===== config.mk =====
export PLATFORM = sky130hd
export DESIGN_NAME = i2s_adc_receiver
export DESIGN_NICKNAME = d
export VERILOG_FILES = /design/src/rtl/i2s_adc_receiver.sv
export SDC_FILE = /design/constraint.sdc
export NUM_CORES = 1
export LEC_CHECK = 0
export ABC_AREA = 1
export BUFFER_PORTS_ARGS = -buffer_cell sky130_fd_sc_hd__buf_2
export CAP_MARGIN = 10
export CORE_MARGIN = 3
export CORE_UTILIZATION = 61
export DETAILED_ROUTE_END_ITERATION = 7
export PLACE_DENSITY_LB_ADDON = 0.08
export SLEW_MARGIN = 20
export SYNTH_ARGS = -nofsm -noshare
export SYNTH_HDL_FRONTEND = slang
export SYNTH_SLANG_ARGS = --single-unit

===== constraint.sdc =====
create_clock -name inclk -period 2.75 [get_ports inclk]
set_input_delay 0.55 -clock inclk [delete_from_list [all_inputs] [get_ports inclk]]
set_output_delay 0.55 -clock inclk [all_outputs]
set_load 0.02 [all_outputs]

===== src/rtl/i2s_adc_receiver.sv =====
// I2S ADC receiver: synchronises the codec BCLK/ADCLRCK/ADCDAT into inclk and deserialises stereo pairs.
// Define I2S_PEAK_DETECT_EN to add per-channel absolute peak trackers (peak_clr, peak_l, peak_r).
module i2s_adc_receiver #(
    parameter int SAMPLE_W    = 16,
    parameter int SYNC_STAGES = 2
) (
    input  logic                inclk,
    input  logic                rst,
    input  logic                cfg_rdy,
    input  logic                aud_bclk,
    input  logic                aud_lrck,
    input  logic                aud_dat,
`ifdef I2S_PEAK_DETECT_EN
    input  logic                peak_clr,
`endif
    output logic [SAMPLE_W-1:0] sample_l,
    output logic [SAMPLE_W-1:0] sample_r,
    output logic                sample_valid,
    output logic                locked,
`ifdef I2S_PEAK_DETECT_EN
    output logic                frame_err,
    output logic [SAMPLE_W-2:0] peak_l,
    output logic [SAMPLE_W-2:0] peak_r
`else
    output logic                frame_err
`endif
);

    localparam int CNT_W = $clog2(SAMPLE_W + 1);

    typedef enum logic [2:0] {
        IDLE,
        ALIGN,
        SKIP,
        SHIFT,
        DONE
    } state_t;

    // Each stage holds {bclk, lrck, dat}; the last stage feeds the edge detectors.
    logic [2:0] sync_reg [SYNC_STAGES];

    genvar gi;
    generate
        for (gi = 0; gi < SYNC_STAGES; gi++) begin : g_sync
            if (gi == 0) begin : g_first
                always_ff @(posedge inclk) begin
                    if (rst) begin
                        sync_reg[0] <= '0;
                    end else begin
                        sync_reg[0] <= {aud_bclk, aud_lrck, aud_dat};
                    end
                end
            end else begin : g_next
                always_ff @(posedge inclk) begin
                    if (rst) begin
                        sync_reg[gi] <= '0;
                    end else begin
                        sync_reg[gi] <= sync_reg[gi-1];
                    end
                end
            end
        end
    endgenerate

    logic bclk_s;
    logic lrck_s;
    logic dat_s;

    assign bclk_s = sync_reg[SYNC_STAGES-1][2];
    assign lrck_s = sync_reg[SYNC_STAGES-1][1];
    assign dat_s  = sync_reg[SYNC_STAGES-1][0];

    logic bclk_prev_reg;
    logic lrck_prev_reg;
    logic bclk_rise_reg;
    logic lr_fall_reg;
    logic lr_rise_reg;
    logic lrck_lvl_reg;
    logic dat_reg;
    logic lr_edge;

    // Registered edge strobes; data and LR level are delayed by one cycle to stay aligned with them.
    always_ff @(posedge inclk) begin
        if (rst) begin
            bclk_prev_reg <= 1'b0;
            lrck_prev_reg <= 1'b0;
            bclk_rise_reg <= 1'b0;
            lr_fall_reg   <= 1'b0;
            lr_rise_reg   <= 1'b0;
            lrck_lvl_reg  <= 1'b0;
            dat_reg       <= 1'b0;
        end else begin
            bclk_prev_reg <= bclk_s;
            lrck_prev_reg <= lrck_s;
            bclk_rise_reg <= bclk_s & ~bclk_prev_reg;
            lr_fall_reg   <= ~lrck_s & lrck_prev_reg;
            lr_rise_reg   <= lrck_s & ~lrck_prev_reg;
            lrck_lvl_reg  <= lrck_s;
            dat_reg       <= dat_s;
        end
    end

    assign lr_edge = lr_fall_reg | lr_rise_reg;

    state_t                state_reg;
    logic                  chan_reg;
    logic [CNT_W-1:0]      cnt_reg;
    logic [SAMPLE_W-1:0]   shift_reg;
    logic [SAMPLE_W-1:0]   hold_l_reg;
    logic [SAMPLE_W-1:0]   word_next;
    logic                  last_bit;

    assign word_next = {shift_reg[SAMPLE_W-2:0], dat_reg};
    assign last_bit  = (cnt_reg == CNT_W'(SAMPLE_W - 1));

    always_ff @(posedge inclk) begin
        if (rst) begin
            state_reg    <= IDLE;
            chan_reg     <= 1'b0;
            cnt_reg      <= '0;
            shift_reg    <= '0;
            hold_l_reg   <= '0;
            sample_l     <= '0;
            sample_r     <= '0;
            sample_valid <= 1'b0;
            locked       <= 1'b0;
            frame_err    <= 1'b0;
        end else begin
            sample_valid <= 1'b0;
            if (!cfg_rdy) begin
                state_reg <= IDLE;
                cnt_reg   <= '0;
                locked    <= 1'b0;
                frame_err <= 1'b0;
            end else begin
                case (state_reg)
                    IDLE: begin
                        state_reg <= ALIGN;
                    end
                    ALIGN: begin
                        if (lr_fall_reg) begin
                            chan_reg  <= 1'b0;
                            cnt_reg   <= '0;
                            state_reg <= bclk_rise_reg ? SHIFT : SKIP;
                        end
                    end
                    SKIP, SHIFT: begin
                        if (lr_edge) begin
                            // Slot ended before a full word: drop it and resynchronise.
                            frame_err <= 1'b1;
                            locked    <= 1'b0;
                            cnt_reg   <= '0;
                            if (lr_fall_reg) begin
                                chan_reg  <= 1'b0;
                                state_reg <= bclk_rise_reg ? SHIFT : SKIP;
                            end else begin
                                state_reg <= ALIGN;
                            end
                        end else if (bclk_rise_reg) begin
                            if (state_reg == SKIP) begin
                                cnt_reg   <= '0;
                                state_reg <= SHIFT;
                            end else begin
                                shift_reg <= word_next;
                                cnt_reg   <= cnt_reg + 1'b1;
                                if (last_bit) begin
                                    state_reg <= DONE;
                                    if (!chan_reg) begin
                                        hold_l_reg <= word_next;
                                    end else begin
                                        sample_l     <= hold_l_reg;
                                        sample_r     <= word_next;
                                        sample_valid <= 1'b1;
                                        locked       <= 1'b1;
                                    end
                                end
                            end
                        end
                    end
                    DONE: begin
                        if (lr_edge) begin
                            cnt_reg <= '0;
                            if (lrck_lvl_reg == chan_reg) begin
                                frame_err <= 1'b1;
                                locked    <= 1'b0;
                                state_reg <= ALIGN;
                            end else begin
                                chan_reg  <= lrck_lvl_reg;
                                state_reg <= bclk_rise_reg ? SHIFT : SKIP;
                            end
                        end
                    end
                    default: begin
                        state_reg <= IDLE;
                    end
                endcase
            end
        end
    end

`ifdef I2S_PEAK_DETECT_EN
    // Magnitude of a two's-complement sample; the most negative code saturates to the largest positive one.
    function automatic logic [SAMPLE_W-2:0] magnitude(input logic [SAMPLE_W-1:0] s);
        logic [SAMPLE_W-1:0] neg;
        neg = ~s + 1'b1;
        if (!s[SAMPLE_W-1]) begin
            return s[SAMPLE_W-2:0];
        end else if (s[SAMPLE_W-2:0] == '0) begin
            return '1;
        end else begin
            return neg[SAMPLE_W-2:0];
        end
    endfunction

    logic [SAMPLE_W-2:0] mag_l;
    logic [SAMPLE_W-2:0] mag_r;

    assign mag_l = magnitude(sample_l);
    assign mag_r = magnitude(sample_r);

    always_ff @(posedge inclk) begin
        if (rst) begin
            peak_l <= '0;
            peak_r <= '0;
        end else if (sample_valid) begin
            peak_l <= (peak_clr || mag_l > peak_l) ? mag_l : peak_l;
            peak_r <= (peak_clr || mag_r > peak_r) ? mag_r : peak_r;
        end else if (peak_clr) begin
            peak_l <= '0;
            peak_r <= '0;
        end
    end
`endif

endmodule

* Word-level counts from Yosys, hierarchy flattened
Memory sizes are Yosys's and may differ from the RTL's.
Cells that the tools add are included.
** Storage, ports and cells
- Bits in registers :: 81
- Memory bits (writable) :: 6
- Output and inout bits :: 35
- Logic and storage cells :: 103
- Memories kept :: 1
** Memory list
- sync_reg :: words 2, width 3, read ports 2, clocked after memory_dff 0, wr ports 2, line 40 : logic [2:0] sync_reg [SYNC_STAGES];
** Operators by class
- $add $sub $neg :: 1
- Equal/unequal tests :: 16
- Muxes and demuxes :: 39
- Bitwise gates (word level) :: 16
- Reductions and logical operators :: 14
** Operators with widths (count)
- 5-bit 2-to-1 mux :: 5
- 3-bit 2-to-1 mux :: 8
- 7-bit AND reduction :: 3
- 1-bit 2-to-1 mux :: 19
- 5-bit case mux with 3 select lines :: 1
- 3-bit != test (second input constant) :: 4
- 3-bit case mux with 4 select lines :: 1
- 4-bit AND reduction :: 3
- 2-bit != test (second input constant) :: 5
- 1-bit inverter :: 10
- 5-bit AND reduction :: 2
- 7-bit OR reduction :: 1
- 3-bit by 2-bit equality test with 1-bit output (second input constant) :: 2
- 5-bit by 1-bit adder with 5-bit output (second input constant) :: 1
- 5-bit by 4-bit equality test with 1-bit output (second input constant) :: 1
- 2-bit 2-to-1 mux :: 2
- 4-bit != test (second input constant) :: 1
- 1-bit case mux with 2 select lines :: 2
- 2-bit OR reduction :: 2
- 1-bit bitwise AND :: 3
- 3-bit by 1-bit equality test with 1-bit output (second input constant) :: 1
- 3-bit equality test (second input constant) :: 1
- 3-bit logical NOT :: 1
- 1-bit OR :: 3
- 4 further kinds :: 4

* Longest topological paths before layout
Gate-level depths: netlist (run 1).
- Depth in word-level cells :: 6
- Mapped depth :: 10

* Worst setup path before layout (run 1)
OpenSTA, ideal clock, no wires.
- Path kind :: register -> register
- Start :: register cnt_reg[0]
- End :: register hold_l_reg[13]
- Arrival :: 1.571 ns
- Setup slack :: 1.115 ns
- Cell stages (with the launch flop) :: 10
- Buffers on the path :: 1
- Cells stage by stage :: dfxtp_1 ha_1 nand2_1 nor2_1 ha_1 nand3_1 nor2_2 buf_2 o21ai_0 nor2_1
** On the way
- Word-level cells in the longest chain between the ends :: 2
** Ends and longest elaborated chain
- from (decl) :: line 107 : logic [CNT_W-1:0] cnt_reg;
- from (signal assigned) :: line 165 : cnt_reg <= cnt_reg + 1'b1;
- 5-bit by 4-bit equality test with 1-bit output :: line 114 : assign last_bit = (cnt_reg == CNT_W'(SAMPLE_W - 1));
- 7-bit AND reduction (no line)
- to (signal assigned) :: line 169 : hold_l_reg <= word_next;
- to (decl) :: line 109 : logic [SAMPLE_W-1:0] hold_l_reg;
No other way between the ends.
A chain may end at the register's enable or synchronous reset.

* Worst setup path after layout (run 1)
- Start :: register state_reg[0]
- End :: register hold_l_reg[12]
** On the way
- Word-level cells in the longest chain between the ends :: 3
- Elaborated cells between the ends (all ways) :: 5
- Those cells by class :: eq/ne: 2; bitwise: 1; reduce/logical: 2
** Ends and longest elaborated chain
- from (decl) :: line 105 : state_t state_reg;
- from (signal assigned) :: line 144 : state_reg <= bclk_rise_reg ? SHIFT : SKIP;
- from (signal assigned) :: line 155 : state_reg <= bclk_rise_reg ? SHIFT : SKIP;
- from (signal assigned) :: line 189 : state_reg <= bclk_rise_reg ? SHIFT : SKIP;
- 3-bit by 2-bit equality test with 1-bit output (on tied branches) :: line 136, 160
- 2-bit OR reduction / 1-bit inverter (equally long branches)
- 7-bit AND reduction (no line) (*)
Every way passes the cells marked *; elsewhere a longest branch is shown, timed or not.

==> metrics.md, run 1 <==
| Metric | Value |
|---|---|
| Status | complete, no violations |
| Global-route wire length before repair | 11,700 microns |
| Final min period | around 2 ns |
| Tot Pwr | between 0.002 and 0.0025 W |
| Setup crit start kind | flip-flop |
| FF-to-FF End | hold_l_reg[12] |
| CP max stage cell | dfxtp_1 |
| Setup CP Type | flip-flop to flip-flop |
| Cell Pwr Density | 574 nW/um^2 |
| Port bufs | 40 |
| CP Data Required Time | ~3.0 ns |
| Grt total ovfl | 0 |
| CTS tree | built |
| Peak supply drop | slightly below 0.0004 V |
| Routed WL | slightly above 7000 microns |
| Reg clk slew, reported paths | 0.08 ns |
| Setup TNS | 0 ns |
| Layout overhead on the synthesized area | 11.8% |
| Fin crit share | around three quarters |
| Die X | roughly 82 microns |
| Slowest stage delay, CP | 0.50 ns |
| HP Start | bclk_prev_reg |
| Via/cell ratio | around 5.0 |
| Sequential cell area | 1740 sq um |
| Rows | 26 |
| Starting DRT DRC Count | 180 |
| Final Hold Viols | 0 |
| Chip Height | about 82 microns |
| Post-route DRC | 0 |
| Area of the mapped netlist | 3480 sq um |
| Commonest non-fill, non-tap cell in the layout | nor2_1 |
| Syn Inst Count | between 400 and 500 |
| Post-cts resize count | 0 |
| Core ar. | around 5300 sq um |
| CP endpoint kind | flip-flop |
| Register bit count reported by yosys | just under 90 |
| Max Root-Sink Buffers | 2 |
| Root Driver | clkbuf_8 |
| Post-CTS Setup Bufs | 0 |
| Io pins | slightly above 40 |
| Max Clock Freq | about 490 MHz |
| Final Non-Filler Cells | 603 |
| Hold Crit Class | flip-flop to flip-flop |
| Register-to-Register Setup Slack | between 0.7 and 0.8 ns |
| TritonCTS buffer count | 9 |
| Clock net sink count | just under 90 |
| Final Util | between 70% and 80% |
| Syn Area/Cell | 7.04 sq um |
| Hold WS | 0.392 ns |
| Skew final | 0.0113 ns |
| Largest net degree at the start of global routing | 47 |
| Most common cell on crit path | nor2_1 |
| Seq/Total Area, Yosys | 50.1% |
| Synth unique cells | 19 |
| WHS Endpoint | bclk_rise_reg |
| Commonest non-fill, non-tap cells in the layout | 110 x nor2_1, 99 x nand2_1, 87 x dfxtp_1, 65 x inv_1, 45 x o21ai_0 |
| Worst-Margin Slew | around 0.56 ns |
| Reg2reg path depth | 5 |
| Delay-heaviest family, CP | simple AND/OR/NAND/NOR gates |
| Worst path bufs/invs | 1 |
| Vias in the first global route | 2,657 |
| WP data arrival | approximately 2.3 ns |
| Global-route usage over all layers | ~23% |
| Initial Util | between 60 and 70% |
| Setup repair after global routing missed its margin | false |
| Final ANT Viol Nets | 0 |
| Hold Path Cell Cnt | 1 |
| Leakage | around 1.9 nW |
| Antenna violations before repair | 0 |
| CTS H-tree depth | 3 |
| NumNets Final | around 540 |
| Skew-Pair Late Insertion Delay | 0.35 ns |
| RD Place Congestion | about 0.89 |
| YS warnings | 0 |
| Layout cells sized above 1 | between 10% and 20% |
| Die area | approximately 6600 sq um |
| Drt first pass iters | 4 |
| Total number of vias | 3,001 |
| Mean routed wirelength per cell | 11.7 microns |
| Relative slew slack | a little over three fifths |
| Hpwl dp | roughly 4800 microns |
| # Max-Cap Violations | 0 |
| Synth Net Count | between 500 and 600 |
| Hold buffers post-CTS | 0 |
| Worst reg2reg startpoint | state_reg[0] |
| Finish-stage setup viols | 0 |
| Max FO, Critical Path | 16 |
| WP depth | 5 |
| Area of the multi-input gates | ~1400 sq um |
| Dpl cells | between 500 and 600 |
| Worst path cell trace | inv_1, nor2_2, nand4_2, nor2_1, nor2_1 |
| Filler Cell Count | 459 |
| Max-slew violations | 0 |
| Critical path origin | state_reg[0] |
| N_diodes | 0 |
how the worst max path moves through the flow:
stage                     slack, ns        endpoint
after floorplan                1.12  hold_l_reg[13]
after global placement         0.83  hold_l_reg[12]
after detailed placement       0.75   hold_l_reg[8]
after CTS                      0.73   hold_l_reg[8]
after global routing           0.55     sample_r[9]
final                          0.72  hold_l_reg[12]
power by group:
group | switching (W) | internal (W) | leakage (nW)
Sequential | 0.00000915 | 0.00127 | 0.703
Clock | 0.000426 | 0.000441 | 0.0964
Combinational | 0.0000596 | 0.0000274 | 1.14
Total | 0.000495 | 0.00174 | 1.94
metrics by stage:
stage               setup slack [ns]  cell area [sq um]
detailed placement             0.754               3700
global route                   0.553               3890
CTS                            0.732               3890
global placement               0.831               3700
floorplan                       1.12               3480
finish                         0.716               3890
synthesized netlist by cell type (all sizes together):
cell type / instances / share of area, %
nand3: 30 / 4.3
o21ai: 45 / 6.5
a21oi: 20 / 2.9
dfxtp: 87 / 50
clkbuf: 11 / 1.2
nor2: 113 / 12
inv: 66 / 7.1
buf: 10 / 1.8
nand4: 3 / 1.2
ha: 2 / 0.72
nand2: 99 / 11
nor3: 8 / 1.2
worst register-to-register path, delay by kind of cell (launching register included):
kind / cells / cell delay, ns
AND/OR/NAND/NOR: 4 / 1.27
flip-flops: 1 / 0.50
buffers and inverters: 1 / 0.17
metal layers:
layer	vias to the layer above	track usage, %	wire length (microns)
met3	9	5.48	416
met1	1311	30.5	3360
li1	1592	-	-
met2	89	36.1	3190
met5	-	0	0
met4	0	9.29	78
cell families after synthesis:
kind of cell               Yosys count  synth area share (%)
DFF                                 87                  50.1
buffers and inverters               87                  10.1
and+or+nand+nor                    253                  29.7
adders and majority gates            2                 0.719
AOI/OAI and AO/OA                   65                  9.35
cell type report:
type                       count  area share [%]
sequential                    87            44.8
tap                           70            2.25
multi-input combinational    320            35.6
timing repair buffer          45            6.12
clock inverter                 3            1.13
clock buffer                  12            3.73
inverter                      66            6.37
Note: power is estimated with default switching activity, not from simulation.
==> run 2, diff against run 1 <==
--- a/config.mk
+++ b/config.mk
@@ -9,7 +9,7 @@
 export BUFFER_PORTS_ARGS = -buffer_cell sky130_fd_sc_hd__buf_2
 export CAP_MARGIN = 10
 export CORE_MARGIN = 3
-export CORE_UTILIZATION = 61
+export CORE_UTILIZATION = 57
 export DETAILED_ROUTE_END_ITERATION = 7
 export PLACE_DENSITY_LB_ADDON = 0.08
 export SLEW_MARGIN = 20
==> constraint.sdc (replaced) <==
create_clock -name inclk -period 2 [get_ports inclk]
set_input_delay 0.4 -clock inclk [delete_from_list [all_inputs] [get_ports inclk]]
set_output_delay 0.4 -clock inclk [all_outputs]
set_load 0.02 [all_outputs]
==> metrics.md, run 2 (same netlist as run 1, synthesis figures left out) <==
| Metric | Value |
|---|---|
| Highest routed metal layer | met4 |
| Largest net degree at the start of global routing | a little over 40 |
| Core ar. | ~5700 sq um |
| Critical path origin | cnt_reg[0] |
| Cell area after layout | 3930 sq um |
| CTS H-tree depth | 3 |
| Die X | 84.1 microns |
| # Max-Cap Violations | 0 |
| Setup CP Type | flip-flop to flip-flop |
| Global-route wire length before repair | about 12,000 microns |
| Drt first pass iters | 4 |
| Chip Height | 84.1 microns |
| Clock net sink count | between 80 and 90 |
| Worst reg2reg startpoint | cnt_reg[0] |
| Area of the multi-input gates | between 1000 and 1500 sq um |
| Antenna violations before repair | 0 |
| Commonest non-fill, non-tap cells in the layout | 110 x nor2_1, 98 x nand2_1, 87 x dfxtp_1, 65 x inv_1, 45 x o21ai_0 |
| Reg2reg path depth | 8 |
| Peak supply drop | approximately 0.00056 V |
| Starting DRT DRC Count | 109 |
| Reg clk slew, reported paths | roughly 0.09 ns |
| Leakage | about 2.0 nW |
| Cell Pwr Density | between 700 and 800 nW/um^2 |
| Setup TNS | 0 ns |
| Global-route usage over all layers | 20.7% |
| Setup crit start kind | flip-flop |
| CP endpoint kind | flip-flop |
| Initial Util | 60.9% |
| Worst-Margin Slew | 0.341 ns |
| Cell area after placement | between 3000 and 4000 sq um |
| Final Util | 68.9% |
| Routed WL | between 7000 and 8000 microns |
| Metal-1 WL | 3530 microns |
| NumNets Final | 541 |
| Rows | 27 |
| FF-to-FF End | sample_r[7] |
| TritonCTS buffer count | 9 |
| Io pins | slightly above 40 |
| Layout cells sized above 1 | a little over an eighth |
| Vias in the first global route | 2,746 |
| Max Root-Sink Buffers | 2 |
| Die area | 7080 sq um |
| Sequential cell area | ~1700 sq um |
| CP endpoint | sample_r[7] |
| Register-to-Register Setup Slack | ~0.16 ns |
| Status | complete, no violations |
| Setup repair after global routing missed its margin | false |
| Via/cell ratio | roughly 5.0 |
| CP Data Required Time | roughly 2.3 ns |
| Post-route DRC | 0 |
| Skew final | slightly below 0.009 ns |
| Tot Pwr | ~0.0031 W |
| Finish-stage setup viols | 0 |
| WP data arrival | 2.10 ns |
| Hold Crit Class | primary input to flip-flop |
| Max FO, Critical Path | 11 |
| Layout overhead on the synthesized area | 13.1% |
| Port bufs | 40 |
| Root Driver | clkbuf_8 |
| Relative slew slack | 77.2% |
| RD Place Congestion | 0.868 |
| Filler Cell Count | 507 |
| Hpwl dp | 4820 microns |
| Max Clock Freq | 543 MHz |
| Total number of vias | between 3,000 and 4,000 |
| Grt total ovfl | 0 |
| Final Hold Viols | 0 |
| Final ANT Viol Nets | 0 |
| Met3 wire length | roughly 300 microns |
| Met2 WL post-DR | around 3100 microns |
| CTS tree | built |
| Mean routed wirelength per cell | about 12 microns |
| Commonest non-fill, non-tap cell in the layout | nor2_1 |
| Fin crit share | 92.1% |
| N_diodes | 0 |
| Hold Path Cell Cnt | 3 |
| Hold buffers post-CTS | 0 |
| Skew-Pair Late Insertion Delay | approximately 0.35 ns |
| Final min period | 1.84 ns |
| Max-slew violations | 0 |
## run 2: metal layers
layer	GRT usage, %	vias to the layer above
met5	0	-
met4	6.73	0
met3	5.53	6
met2	32.8	67
met1	27.6	1355
li1	-	1594
## run 2: critical path, cell delays in order (launching register included)
cell	delay [ns]
dfxtp_1	0.38
ha_1	0.18
nand2_1	0.07
nor2_1	0.13
ha_2	0.27
nand2_1	0.17
nor2_1	0.18
nand2_2	0.15
o21ai_0	0.22
## run 2: metrics by stage
| step | cells | hold slack [ns] | setup WS, ns |
|---|---|---|---|
| after floorplan | 494 | 0.373 | 0.365 |
| after global placement | 594 | 0.378 | 0.211 |
| after detailed placement | 594 | 0.395 | 0.0205 |
| after CTS | 610 | 0.242 | 0.0462 |
| after global routing | 610 | 0.254 | 0.00100 |
| final | 610 | 0.251 | 0.157 |
## run 2: final cells by class
class / count / area share, %
inverters: 66 / 6.30
clock inverters: 4 / 1.34
well taps: 72 / 2.29
flip-flops and latches: 87 / 44.3
repair buffers: 49 / 6.81
clock buffers: 12 / 3.69
multi-input cells: 320 / 35.3
## run 2: timing repair
action / CTS / global route
gates resized for setup: 1 / 1
setup buffers: 0 / 0
endpoints found under the setup margin: 2 / 10
pin swaps: 0 / 0
## run 2: worst min-delay path by stage
stage | start | endpoint | slack, ns
6_report | aud_dat | sync_reg[0][0] | 0.25
5_1_grt | aud_lrck | sync_reg[0][1] | 0.25
4_1_cts | aud_dat | sync_reg[0][0] | 0.24
3_5_place_dp | sync_reg[1][0] | dat_reg | 0.40
3_3_place_gp | bclk_prev_reg | bclk_rise_reg | 0.38
2_1_floorplan | bclk_prev_reg | bclk_rise_reg | 0.37
## run 2: power breakdown
part	total [W]	leakage (nW)	internal, W	switching, W
Combinational	0.000127	1.16	0.0000403	0.0000863
Clock	0.00123	0.101	0.000620	0.000613
Sequential	0.00175	0.703	0.00175	0.00000906
